==> src/rtl/y86_pkg.sv <==
// y86_pkg: Y86-64 icode, ALU function and stat constants, sequencer state enum, memory-class helpers
package y86_pkg;
  localparam logic [3:0] I_HALT = 4'h0, I_NOP = 4'h1, I_CMOVQ = 4'h2, I_IRMOVQ = 4'h3;
  localparam logic [3:0] I_RMMOVQ = 4'h4, I_MRMOVQ = 4'h5, I_OPQ = 4'h6, I_JXX = 4'h7;
  localparam logic [3:0] I_CALL = 4'h8, I_RET = 4'h9, I_PUSHQ = 4'hA, I_POPQ = 4'hB;
  localparam logic [3:0] ALU_ADD = 4'h0, ALU_SUB = 4'h1, ALU_AND = 4'h2, ALU_XOR = 4'h3;
  localparam logic [3:0] FN_MAX_OPQ = ALU_XOR, FN_MAX_COND = 4'h6;
  localparam logic [2:0] S_AOK = 3'd1, S_HLT = 3'd2, S_ADR = 3'd3, S_INS = 3'd4;
  typedef enum logic [2:0] {
    ST_IDLE, ST_FETCH, ST_DECODE, ST_EXEC, ST_MEM, ST_WB, ST_PC, ST_HALT
  } state_e;
  function automatic logic is_mem(input logic [3:0] ic);
    return ic inside {I_RMMOVQ, I_MRMOVQ, I_CALL, I_RET, I_PUSHQ, I_POPQ};
  endfunction
  function automatic logic is_wr(input logic [3:0] ic);
    return ic inside {I_RMMOVQ, I_CALL, I_PUSHQ};
  endfunction
endpackage

==> src/rtl/y86_perf_cnt.sv <==
// y86_perf_cnt: 64-bit busy-cycle and retired-instruction counters (clk_i, rst_i, busy_i, retire_i -> cycle_cnt_o, instr_cnt_o)
module y86_perf_cnt (
  input  logic        clk_i,
  input  logic        rst_i,
  input  logic        busy_i,
  input  logic        retire_i,
  output logic [63:0] cycle_cnt_o,
  output logic [63:0] instr_cnt_o
);
  logic [63:0] cycle_q, cycle_d, instr_q, instr_d;
  always_comb begin
    cycle_d = busy_i ? cycle_q + 64'd1 : cycle_q;
    instr_d = retire_i ? instr_q + 64'd1 : instr_q;
  end
  always_ff @(posedge clk_i) begin
    if (rst_i) begin
      cycle_q <= '0;
      instr_q <= '0;
    end else begin
      cycle_q <= cycle_d;
      instr_q <= instr_d;
    end
  end
  assign cycle_cnt_o = cycle_q;
  assign instr_cnt_o = instr_q;
endmodule

==> src/rtl/y86_stage_ctrl.sv <==
// y86_stage_ctrl: Y86-64 multi-cycle sequencer; start/icode/ifunc/mem faults/dmem_ready in, stage enables, set_cc, dmem req/wr, retire, busy, stat, perf counters (Y86_PERF_CNT_EN) out
module y86_stage_ctrl
  import y86_pkg::*;
#(
  parameter int ICODE_W = 4,
  parameter int STAT_W  = 3
) (
  input  logic               clk_i,
  input  logic               rst_i,
  input  logic               start_i,
  input  logic [ICODE_W-1:0] icode_i,
  input  logic [3:0]         ifunc_i,
  input  logic               imem_error_i,
  input  logic               dmem_ready_i,
  input  logic               dmem_error_i,
  output logic               f_en_o,
  output logic               d_en_o,
  output logic               e_en_o,
  output logic               w_en_o,
  output logic               pc_en_o,
  output logic               set_cc_o,
  output logic               dmem_req_o,
  output logic               dmem_wr_o,
  output logic               retire_o,
  output logic               busy_o,
  output logic [STAT_W-1:0]  stat_o,
  output logic [63:0]        cycle_cnt_o,
  output logic [63:0]        instr_cnt_o
);
  state_e state_q, state_d;
  logic [STAT_W-1:0] stat_q, stat_d;
  logic bad, hlt, mem_fault;
  always_ff @(posedge clk_i) begin
    if (rst_i) begin
      state_q <= ST_IDLE;
      stat_q  <= S_AOK;
    end else begin
      state_q <= state_d;
      stat_q  <= stat_d;
    end
  end
  always_comb begin
    bad = icode_i > I_POPQ || (icode_i == I_OPQ && ifunc_i > FN_MAX_OPQ)
       || ((icode_i == I_CMOVQ || icode_i == I_JXX) && ifunc_i > FN_MAX_COND);
    hlt = icode_i == I_HALT;
    mem_fault = dmem_ready_i && dmem_error_i;
    state_d = state_q;
    stat_d = stat_q;
    case (state_q)
      ST_IDLE:   state_d = start_i ? ST_FETCH : ST_IDLE;
      ST_FETCH: begin
        state_d = imem_error_i ? ST_HALT : ST_DECODE;
        stat_d = imem_error_i ? S_ADR : stat_q;
      end
      ST_DECODE: begin
        state_d = (bad || hlt) ? ST_HALT : ST_EXEC;
        stat_d = bad ? S_INS : hlt ? S_HLT : stat_q;
      end
      ST_EXEC:   state_d = is_mem(icode_i) ? ST_MEM : ST_WB;
      ST_MEM: begin
        state_d = !dmem_ready_i ? ST_MEM : dmem_error_i ? ST_HALT : ST_WB;
        stat_d = mem_fault ? S_ADR : stat_q;
      end
      ST_WB:     state_d = ST_PC;
      ST_PC:     state_d = ST_FETCH;
      default:   state_d = ST_HALT;
    endcase
  end
  always_comb begin
    f_en_o = state_q == ST_FETCH;
    d_en_o = state_q == ST_DECODE;
    e_en_o = state_q == ST_EXEC;
    w_en_o = state_q == ST_WB;
    pc_en_o = state_q == ST_PC;
    set_cc_o = e_en_o && icode_i == I_OPQ;
    dmem_req_o = state_q == ST_MEM;
    dmem_wr_o = dmem_req_o && is_wr(icode_i);
    retire_o = pc_en_o;
    busy_o = !(state_q inside {ST_IDLE, ST_HALT});
  end
  assign stat_o = stat_q;
`ifdef Y86_PERF_CNT_EN
  y86_perf_cnt u_perf_cnt (
    .clk_i       (clk_i),
    .rst_i       (rst_i),
    .busy_i      (busy_o),
    .retire_i    (retire_o),
    .cycle_cnt_o (cycle_cnt_o),
    .instr_cnt_o (instr_cnt_o)
  );
`else
  assign cycle_cnt_o = '0;
  assign instr_cnt_o = '0;
`endif
endmodule

==> config.mk <==
export PLATFORM = sky130hd
export DESIGN_NAME = y86_stage_ctrl
export DESIGN_NICKNAME = d
export VERILOG_FILES = /design/src/rtl/y86_pkg.sv /design/src/rtl/y86_perf_cnt.sv /design/src/rtl/y86_stage_ctrl.sv
export SDC_FILE = /design/constraint.sdc
export NUM_CORES = 1
export LEC_CHECK = 0
export ABC_AREA = 1
export CORE_MARGIN = 2
export CORE_UTILIZATION = 26
export CTS_CLUSTER_DIAMETER = 120
export DETAILED_ROUTE_END_ITERATION = 7
export MAX_ROUTING_LAYER = met4
export PLACE_DENSITY = 0.82
export SETUP_SLACK_MARGIN = 0.2
export SLEW_MARGIN = 10
export SYNTH_ARGS = -nofsm -noshare
export SYNTH_HDL_FRONTEND = slang
export SYNTH_SLANG_ARGS = --single-unit
==> constraint.sdc <==
create_clock -name clk_i -period 1.06 [get_ports clk_i]
set_input_delay 0.265 -clock clk_i [delete_from_list [all_inputs] [get_ports clk_i]]
set_output_delay 0.265 -clock clk_i [all_outputs]
set_load 0.01 [all_outputs]
==> results by group <==
Cells and area
  – Fin nets: 284
  – P&R area growth vs syn: 23.5%
  – # fillers: 556
  – Fin area: ~1800 um2
  – Number of diodes: 0
  – Layout cells sized above 1: about a third
  – Non-filler cells, final: around 340

Floorplan
  – I/O Pins: between 150 and 200
  – Die height: approximately 78 um
  – Num rows: 26
  – Core Region: roughly 5200 um2
  – Die X: between 70 and 80 um
  – Area of the die: about 6000 um2
  – Starting Density: 27.4%

Logic synthesis
  – Syn Area/Cell: 6.70 um2
  – Post-Synthesis Cells: roughly 210
  – Post-synthesis mux area share: 0%
  – Synth Area in Compound Gates: around 2.5%
  – Sequential-to-total area share from yosys stat: 8.41%
  – Synth Area in Simple Gates: between 15 and 20%
  – Synth Area in Adders: 0%
  – Synth Warn #: 0
  – Synthesized area: ~1400 um2
  – Post-Synth XOR/XNOR Area: 0%
  – Largest family of logic cells by synthesized area: buffers and inverters
  – Yosys cell types: 18
  – Synth Register Bits: 6

Setup path
  – Setup CP Type: flip-flop to output pin
  – Worst setup EP type: output pin
  – Worst Reg-to-Reg Cells: 11
  – R2r setup slk: -0.31 ns
  – CP required: approximately 0.79 ns
  – CP Max Fanout: 5
  – WP data arrival: about 1.1 ns
  – Setup crit start kind: flip-flop
  – Critical R2R Launch: state_q[1]$_SDFF_PP0_
  – Worst setup path end: set_cc_o
  – FF-to-FF End: stat_o[2]$_SDFFE_PP0P_
  – CP startpoint: state_q[2]$_SDFF_PP0_

Route
  – Drt via density: 3.18
  – DR DRC count: 0
  – Antenna-violating nets left: 0
  – Pre-antenna DRT Iters: 4
  – DR WL/cell: 8.49 um
  – WL final: between 2 and 3 mm
  – Vias: between 1,000 and 1,500
  – Iter 0 DRT Violations: 16

Placed design
  – Pre-CTS setup slack: -0.990 ns
  – IO buf count: 26
  – DP Wirelength: ~2.2 mm
  – Placed cell count: 327
  – GPL Wtd Cong: 0.746
  – Placed Area: 1460 um2

Clock network
  – CTS clk-pin slew, worst paths: approximately 0.04 ns
  – CTS H-tree depth: 1
  – CTS tree: done
  – Worst-Skew Late Latency: about 0.22 ns
  – Max clock buf depth: 2
  – CTS Sinks: 6
  – Post-cts hold buffer count: 0
  – Root buf cell: clkbuf_8
  – CTS Buf Count: 3

Timing
  – Final Hold Fails: 0
  – Hold_ws: 0.460 ns
  – Min setup slack post-route: -0.325 ns
  – Finish-stage setup viols: 16
  – Max Transition Viols Final: 0
  – Final period util: 131%
  – Post-route minimum period: around 1.4 ns
  – Fmax achieved: ~720 MHz
  – Worst Clk Skew: roughly 0.0028 ns
  – Unrepaired setup endpoints after global routing: yes

Status
  – Status: finished, violations left
  – Failing checks: setup timing

GRT
  – First-pass GRT wire length: between 3 and 4 mm
  – Congestion Overflow GR: 0
  – GR Util All Layers: under 10%
  – Largest net degree at the start of global routing: 6
  – Initial antenna violation count: 0
  – Vias in the first global route: 870

Power
  – Worst IR Drop VDD: roughly 470 uV
  – P per Cell Area: between 1500 and 2000 nW/um2
  – P_leak: around 1 nW
  – Overall power: between 3 and 4 mW

Job
  – MaxCap Viol Count: 0

Min path
  – Worst Hold Class: flip-flop to flip-flop
  – Min-Delay Path Depth: 2
how the worst min path moves through the flow:
stage                                       from                      to  slack [ns]
after CTS                 stat_o[0]$_SDFFE_PP1P_  stat_o[0]$_SDFFE_PP1P_        0.46
final                     stat_o[0]$_SDFFE_PP1P_  stat_o[0]$_SDFFE_PP1P_        0.46
after floorplan                            rst_i   state_q[2]$_SDFF_PP0_        0.33
after global routing      stat_o[0]$_SDFFE_PP1P_  stat_o[0]$_SDFFE_PP1P_        0.50
after detailed placement  stat_o[0]$_SDFFE_PP1P_  stat_o[0]$_SDFFE_PP1P_        0.44
after global placement    stat_o[0]$_SDFFE_PP1P_  stat_o[0]$_SDFFE_PP1P_        0.44
cell families after synthesis:
| kind of cell | Yosys count |
|---|---|
| compound gates | 6 |
| buf+inv | 143 |
| flops | 6 |
| other cells | 1 |
| simple gates | 57 |
where the power goes:
group | switching [mW] | internal, mW | total [mW]
registers | 0.145 | 0.372 | 0.517
logic | 1.22 | 1.10 | 2.32
clock network | 0.102 | 0.244 | 0.346
cells in the mapped netlist:
cell,count,share of area [%]
a21oi_1,3,1.1
a31oi_1,1,0.44
a41oi_1,1,0.61
and3_1,1,0.44
buf_4,129,68
conb_1,1,0.26
dfxtp_1,6,8.4
inv_1,13,3.4
inv_2,1,0.26
nand2_1,28,7.4
nand3_1,7,2.5
nand3b_1,1,0.53
nand4_1,2,0.88
nor2_1,12,3.2
nor2_2,4,1.8
nor3_1,1,0.35
nor4_1,1,0.44
o21ai_0,1,0.35
placed cells by master, fill, tap and decap left out, drive strengths merged:
cell,instances
dfxtp,6
a21oi,3
and3,1
clkdlybuf4s15,1
nand2,28
a41oi,1
clkbuf,3
nand3b,1
dlygate4sd2,4
nand3,7
o21ai,1
buf,44
conb,128
inv,14
nor3,1
clkdlybuf4s50,5
a31oi,1
nand4,2
nor2,16
nor4,1
timing repair:
action,CTS,global route
gates resized for setup,126,24
pin swaps,22,9
endpoints found under the setup margin,19,19
buffers inserted,5,3
cloned,0,0
critical path, cell delays in order (launching register included):
cell and delay (ns):
dfxtp_4 0.36, inv_6 0.08, nand2_4 0.06, nor2_4 0.12, and3_1 0.15, buf_2 0.13
flip-flops by register name, indices dropped and copies added (netlist names):
signal   cells
state_q      3
stat_o       3
routing by layer:
layer	vias up	global-route usage (%)	routed length [um]
met2	88	17.3	1750
li1	507	-	-
met3	4	2.64	350
met5	-	-	0
met4	0	1.58	12
met1	476	6.37	757
through the flow:
step / utilization (%) / TNS [ns]
5_1_grt: 33.9 / -4.35
3_5_place_dp: 28.0 / -8.54
4_1_cts: 31.6 / -3.43
3_3_place_gp: 28.0 / -8.04
6_report: 33.9 / -3.53
2_1_floorplan: - / -0.261
cell type report:
type                            instances  area (um2)  share of cell area (%)
Sequential cell                         6         135                    7.67
Inverter                               14        67.6                    3.83
Tap cell                               70        87.6                    4.97
Clock buffer                            3        41.3                    2.34
Timing Repair Buffer                   54         497                    28.2
Multi-Input combinational cell        191         935                    53.0
Note: power is estimated with default switching activity, not from simulation.
